## src/rtl/mem_fill_pkg.sv

```systemverilog
// rtl/mem_fill_pkg.sv - shared state encoding and default geometry for the line-fill responder
package mem_fill_pkg;

    localparam int DEF_WORDS_PER_LINE = 8;
    localparam int DEF_ADDR_W         = 32;
    localparam int DEF_DATA_W         = 32;

    typedef enum logic [2:0] {
        IDLE     = 3'd0,
        WB_WRITE = 3'd1,
        RD_ISSUE = 3'd2,
        RD_WAIT  = 3'd3,
        DONE     = 3'd4
    } fill_state_t;

endpackage

```

## src/rtl/fill_beat_counter.sv

```systemverilog
// rtl/fill_beat_counter.sv - word-within-line beat counter with clear, increment and last flag
module fill_beat_counter #(
    parameter int WORDS_PER_LINE = 8
) (
    input  logic                              CLK,
    input  logic                              RST,
    input  logic                              clr,
    input  logic                              inc,
    output logic [$clog2(WORDS_PER_LINE)-1:0] beat,
    output logic                              last
);

    localparam int IDX_W = $clog2(WORDS_PER_LINE);

    always_ff @(posedge CLK) begin
        if (!RST) begin
            beat <= '0;
        end else if (clr) begin
            beat <= '0;
        end else if (inc) begin
            beat <= beat + 1'b1;
        end
    end

    assign last = (beat == IDX_W'(WORDS_PER_LINE - 1));

endmodule

```

## src/rtl/mem_fill_responder.sv

```systemverilog
// rtl/mem_fill_responder.sv - cache line fill FSM, one read outstanding; FILL_WRITEBACK_EN adds victim write-back
module mem_fill_responder
    import mem_fill_pkg::*;
#(
    parameter int WORDS_PER_LINE = DEF_WORDS_PER_LINE,
    parameter int ADDR_W         = DEF_ADDR_W,
    parameter int DATA_W         = DEF_DATA_W
) (
    input  logic                              CLK,
    input  logic                              RST,
    input  logic                              req_valid,
    input  logic [ADDR_W-1:0]                 req_addr,
    output logic                              req_ready,
    input  logic                              req_wb,
    input  logic [ADDR_W-1:0]                 req_wb_addr,
    output logic [$clog2(WORDS_PER_LINE)-1:0] wb_idx,
    input  logic [DATA_W-1:0]                 wb_data,
    output logic [ADDR_W-1:0]                 mem_addr,
    output logic                              mem_rd,
    output logic                              mem_we,
    output logic [DATA_W-1:0]                 mem_wdata,
    input  logic [DATA_W-1:0]                 mem_rdata,
    input  logic                              mem_rvalid,
    output logic                              fill_valid,
    output logic [DATA_W-1:0]                 fill_data,
    output logic [$clog2(WORDS_PER_LINE)-1:0] fill_idx,
    output logic                              fill_done,
    output logic                              busy
);

    localparam int IDX_W = $clog2(WORDS_PER_LINE);
    localparam int OFF_W = IDX_W + 2;
    localparam logic [ADDR_W-1:0] LINE_MASK = ~ADDR_W'(WORDS_PER_LINE * 4 - 1);

    fill_state_t        state, state_nx;
    logic [ADDR_W-1:0]  line_base;
    logic [ADDR_W-1:0]  word_off;
    logic [IDX_W-1:0]   beat;
    logic               beat_last;
    logic               beat_clr;
    logic               beat_inc;
    logic               accept;

    assign accept   = (state == IDLE) && req_valid;
    assign word_off = {{(ADDR_W - OFF_W){1'b0}}, beat, 2'b00};

    fill_beat_counter #(
        .WORDS_PER_LINE(WORDS_PER_LINE)
    ) u_beat (
        .CLK  (CLK),
        .RST  (RST),
        .clr  (beat_clr),
        .inc  (beat_inc),
        .beat (beat),
        .last (beat_last)
    );

`ifdef FILL_WRITEBACK_EN
    logic [ADDR_W-1:0] vic_base;

    always_ff @(posedge CLK) begin
        if (!RST) begin
            vic_base <= '0;
        end else if (accept && req_wb) begin
            vic_base <= req_wb_addr & LINE_MASK;
        end
    end
`else
    logic unused_wb;
    assign unused_wb = ^{req_wb, req_wb_addr, wb_data};
`endif

    always_ff @(posedge CLK) begin
        if (!RST) begin
            state     <= IDLE;
            line_base <= '0;
        end else begin
            state <= state_nx;
            if (accept) begin
                line_base <= req_addr & LINE_MASK;
            end
        end
    end

    always_comb begin
        state_nx   = state;
        beat_clr   = 1'b0;
        beat_inc   = 1'b0;
        req_ready  = 1'b0;
        busy       = 1'b1;
        mem_rd     = 1'b0;
        mem_we     = 1'b0;
        mem_addr   = '0;
        mem_wdata  = '0;
        wb_idx     = '0;
        fill_valid = 1'b0;
        fill_data  = '0;
        fill_idx   = '0;
        fill_done  = 1'b0;
        case (state)
            IDLE: begin
                req_ready = 1'b1;
                busy      = 1'b0;
                if (req_valid) begin
                    beat_clr = 1'b1;
                    state_nx = RD_ISSUE;
`ifdef FILL_WRITEBACK_EN
                    if (req_wb) begin
                        state_nx = WB_WRITE;
                    end
`endif
                end
            end
`ifdef FILL_WRITEBACK_EN
            WB_WRITE: begin
                mem_we    = 1'b1;
                mem_addr  = vic_base + word_off;
                wb_idx    = beat;
                mem_wdata = wb_data;
                if (beat_last) begin
                    beat_clr = 1'b1;
                    state_nx = RD_ISSUE;
                end else begin
                    beat_inc = 1'b1;
                end
            end
`endif
            RD_ISSUE: begin
                mem_rd   = 1'b1;
                mem_addr = line_base + word_off;
                state_nx = RD_WAIT;
            end
            RD_WAIT: begin
                // Response is forwarded in the same cycle it arrives; nothing is buffered.
                if (mem_rvalid) begin
                    fill_valid = 1'b1;
                    fill_data  = mem_rdata;
                    fill_idx   = beat;
                    if (beat_last) begin
                        beat_clr = 1'b1;
                        state_nx = DONE;
                    end else begin
                        beat_inc = 1'b1;
                        state_nx = RD_ISSUE;
                    end
                end
            end
            DONE: begin
                fill_done = 1'b1;
                state_nx  = IDLE;
            end
            default: begin
                state_nx = IDLE;
            end
        endcase
    end

endmodule

```

## config.mk

```make
export PLATFORM = sky130hd
export DESIGN_NAME = mem_fill_responder
export DESIGN_NICKNAME = d
export VERILOG_FILES = /design/src/rtl/mem_fill_pkg.sv /design/src/rtl/fill_beat_counter.sv /design/src/rtl/mem_fill_responder.sv
export SDC_FILE = /design/constraint.sdc
export NUM_CORES = 1
export LEC_CHECK = 0
export ABC_CLOCK_PERIOD_IN_PS = 2700
export CORE_AREA = 8 8 93 95
export CTS_BUF_LIST = sky130_fd_sc_hd__clkbuf_4
export CTS_CLUSTER_DIAMETER = 60
export DETAILED_ROUTE_END_ITERATION = 16
export DIE_AREA = 0 0 101 103
export HOLD_SLACK_MARGIN = 0.03
export PLACE_DENSITY = 0.87
export SLEW_MARGIN = 0
export SYNTH_ARGS = -nofsm -noshare
export SYNTH_HDL_FRONTEND = slang
export SYNTH_SLANG_ARGS = --single-unit
```

## constraint.sdc

```tcl
create_clock -name CLK -period 2.7 [get_ports CLK]
set_input_delay 0.54 -clock CLK [delete_from_list [all_inputs] [get_ports CLK]]
set_output_delay 0.54 -clock CLK [all_outputs]
set_load 0.02 [all_outputs]
```

After elaboration in Yosys (flattened, before gate mapping)
Cells that the tools add are included.
{ "totals": {"ff_bits": 33, "latch_bits": 0, "mem_bits_rw": 0, "mem_bits_ro": 0, "input_bits": 133, "out_inout_bits": 108, "elab_cells": 38, "memories": 0} }
{ "classes": {"addsub": 2, "n_mul": 0, "div_mod_pow": 0, "order_cmp": 0, "n_eq_ne": 6, "shifts": 0, "n_mux": 22, "bitwise": 1, "n_reduce_logical": 4} }
{ "op_table": {"columns": ["operator", "count"], "rows": [
  ["32-bit two-way mux", 3],
  ["32-bit by 5-bit adder with 32-bit output", 1],
  ["3-bit two-way mux", 5],
  ["1-bit two-way mux", 12],
  ["3-bit one-hot mux with 3 select lines", 1],
  ["3-bit by 2-bit == test with 1-bit output (second input constant)", 2],
  ["3-bit == test (second input constant)", 2],
  ["2-bit != test (second input constant)", 2],
  ["3-bit by 1-bit adder with 3-bit output (second input constant)", 1],
  ["3-bit logical NOT", 1],
  ["1-bit one-hot mux with 2 select lines", 1],
  ["2-bit AND reduction", 1],
  ["2-bit OR reduction", 1],
  ["1-bit logical AND", 1],
  ["1-bit NOT", 1]
]} }

Logic depth before layout (Yosys ltp)
{ "logic_depth": {"ltp_word": 5, "depth_mapped": 6, "ltp_nobuf": 5} }

Modules after synthesis
From an unflattened synthesis, not the netlist that was laid out.
{ "unflattened": {"cells_unflattened": 258, "area_unflattened_um2": 2117.0} }
{ "by_module_without_submodules": {"columns": ["module", "instances", "cells_per_inst", "area_each_um2", "seq_area_each_um2"], "rows": [
  ["mem_fill_responder", 1, 246, 1985.7, 600.6],
  ["fill_beat_counter", 1, 12, 131.4, 60.1]
]} }

Worst setup path after synthesis
Ideal clock, no wire load.
{ "synth_path": {"kind": "register to output", "start": "register state[1]", "end": "output mem_addr[10]", "arrival_time_ns": 1.430, "t_required_ns": 2.160, "setup_slack_ns": 0.730, "stages_incl_launch_ff": 5, "path_buffers": 2, "path_cell_list": "dfxtp_1 > buf_2 > nor3b_1 > clkbuf_1 > and2_1"} }
{ "synth_via": {"elab_chain_len": 2} }
{ "synth_lines": {"columns": ["element", "line", "text"], "rows": [
  ["start, declared", "mem_fill_responder.sv:35", "fill_state_t state, state_nx;"],
  ["start signal, assigned", "mem_fill_responder.sv:78", "state <= state_nx;"],
  ["3-bit by 2-bit == test with 1-bit output", "mem_fill_responder.sv:100", "case (state)"],
  ["32-bit two-way mux", "mem_fill_responder.sv:100", null],
  ["end, declared", "mem_fill_responder.sv:18", "output logic [ADDR_W-1:0] mem_addr,"]
]} }
Every way passes these cells.

Worst setup path in the final report
{ "layout_path": {"start": "input mem_rvalid", "end": "output fill_data[30]"} }
{ "layout_via": {"elab_chain_len": 2} }
{ "layout_lines": {"columns": ["element", "line", "text"], "rows": [
  ["start, declared", "mem_fill_responder.sv:23", "input logic mem_rvalid,"],
  ["32-bit two-way mux", "mem_fill_responder.sv:135", "if (mem_rvalid) begin"],
  ["32-bit two-way mux", "mem_fill_responder.sv:100", null],
  ["end, declared", "mem_fill_responder.sv:25", "output logic [DATA_W-1:0] fill_data,"]
]} }
Every way passes these cells.

==> results.md <==
* Vias at 2052
* Hold path depth at 2
* Number of distinct library cells after synthesis at 24
* Leakage at 1.59 nW
* Clock root buffer: clkbuf_4
* Seq/Total Area, Yosys at 30.8%
* Antenna Nets Post-Route at 0
* Initial DRC count at 45
* Worst setup SP type: input pin
* CORE AREA at 7140 µm²
* Clock Latency Late Sink at 0.34 ns
* First-pass GRT wire length at 10200 µm
* Worst VDD drop at 0.229 mV
* Crit-path max FO at 36
* Hold Buf Count CTS at 0
* Slew Viols, Final at 0
* Clk_skew at 0.0104 ns
* Die height at 103 µm
* Num ports at 241
* Layout area overhead at 61.6%
* Final nets at 528
* Critical path class: input pin to output port
* Die Area at 10400 µm²
* Setup Buffers After CTS at 0
* Initial Util at 30.0%
* Clock Path Buffers at 2
* Row count at 31
* Clock slew at reported path FFs at 0.10 ns
* Reg2reg start: state[0]
* Number of max-cap violations at 0
* Most frequent cells in the layout: clkdlybuf4s50_1, and2_1, conb_1
* Vias in the first global route at 1999
* Routed wire length at 6810 µm
* DR WL/cell at 13.8 µm
* Final Power at 0.00132 W
* First drt pass iteration count at 4
* Post-Layout Inst Area at 3460 µm²
* Hold WS at 0.460 ns
* WP data arrival at 1.99 ns
* Min-delay src: line_base[8]
* Fill count at 732
* CTS tree: done
* Synth Instances at 265
* Kind of end point of the critical path: output port
* Tcrit/Tclk final at 93.6%
* Layout cell share with drive strength beyond 1 at 12.4%
* Setup TNS Final at 0 ns
* CTS H-tree lvls at 2
* Commonest non-fill, non-tap cell in the layout: clkdlybuf4s50_1
* DRC viols at 0
* Largest net degree at the start of global routing at 37
* Footprint of the multi-input gates at 1200 µm²
* Pwr/cell area at 381 nW/µm²
* Initial antenna violation count at 0
* Grt total ovfl at 0
* Port-buffer cells at 132
* Via/cell ratio at 4.16
* Yosys Warn Count at 0
* N_diodes at 0
* Die width at 101 µm
* Worst R2R Path Depth at 4
* Num CTS Buffers at 5
* Status: finished clean
* Flop and latch count out of synthesis at 33
* Minimum clock period at 2.53 ns
* # setup viols final at 0
* Clock sinks at 33
* Syn avg cell area at 8.08 µm²
* DP HPWL at 5580 µm
* Post-Syn Area at 2140 µm²
* Global Route Usage Sum at 12.5%
* Fmax at 396 MHz
* DP Area at 3400 µm²
* Routability cong. at 0.744
* Register area at 662 µm²
* Worst setup startpoint: mem_rvalid
* CP required at 2.16 ns
* Count of final hold-check violations at 0
* RSZ-0062 raised after global routing: false
* Min-delay worst type: flop to flop
[cell type report]
class / instances / area share, %
repair buffers: 142 / 39.4
well taps: 99 / 3.58
multi-input cells: 209 / 34.8
clock buffers: 5 / 1.08
inverters: 2 / 0.217
clock inverters: 3 / 1.88
flip-flops and latches: 33 / 19.1
[report_power, final]
part           leakage [nW]  internal [W]  switching [W]
Sequential            0.270      0.000516      0.0000164
Clock                0.0552      0.000287       0.000181
Combinational          1.26      0.000149       0.000170
[path summary, 6_finish.rpt]
path / to / slack [ns]
worst min register to register: line_base[8] / 0.46
worst min-delay path: line_base[8] / 0.46
worst max-delay path: fill_data[30] / 0.17
worst max register to register: line_base[11] / 1.23
[cells by family after synthesis]
logic type	after synthesis	share of synthesized area (%)
and+or+nand+nor	136	36.4
buffers and inverters	60	19.7
AOI/OAI and AO/OA	33	11.7
DFF	33	30.8
adders and majority gates	2	1.17
other	1	0.175
[metrics by stage]
step | util [%] | cells | worst slack, ns
2_1_floorplan | - | 302 | 0.730
5_1_grt | 48.5 | 493 | 0.0200
4_1_cts | 48.5 | 493 | 0.0250
3_3_place_gp | 47.6 | 485 | -0.0807
6_report | 48.5 | 493 | 0.173
3_5_place_dp | 47.6 | 485 | -0.118
[cells in the mapped netlist]
library cell  instances  share of area [%]
a21oi_1               5                1.2
and2_1               65                 19
and3_1                1               0.29
buf_2                 4               0.93
buf_4                39                 14
buf_6                 6                3.2
clkbuf_1              9                1.6
conb_1                1               0.18
dfxtp_1              33                 31
ha_1                  2                1.2
inv_1                 2               0.35
nand2_1              33                5.8
nand2b_1              1               0.29
nand3_1              24                5.6
nand3_2               3                1.4
nand3b_1              2               0.70
nand4b_2              1               0.70
nor2b_1               1               0.29
nor3_1                1               0.23
nor3b_1               2               0.70
nor4b_4               1                1.1
o21ai_0               5                1.2
o21ai_2              23                9.4
or3_1                 1               0.29
[layer usage]
| layer | track usage [%] | up-vias | part of all wire (%) |
|---|---|---|---|
| met2 | 24.2 | 64 | 55 |
| met4 | 2.41 | 0 | 0.65 |
| li1 | - | 1032 | - |
| met5 | 0 | - | 0 |
| met3 | 4.19 | 7 | 7.4 |
| met1 | 12.7 | 949 | 37 |
[registers in the layout, indices dropped and copies added, names as in the netlist]
| name | flops |
|---|---|
| u_beat.beat | 3 |
| line_base | 27 |
| state | 3 |
[worst max-delay path, cell delays in order]
cell             delay (ns)
clkdlybuf4s50_1        0.50
nand4b_2               0.13
inv_1                  0.15
buf_12                 0.18
and2_1                 0.14
dlygate4sd2_1          0.36
[timing repair]
action | in CTS | in global routing
gates resized for setup | 35 | 2
hold endpoints to repair | 0 | 0
setup endpoints to repair | 35 | 31
No activity file was read; power rests on OpenSTA's default activity.
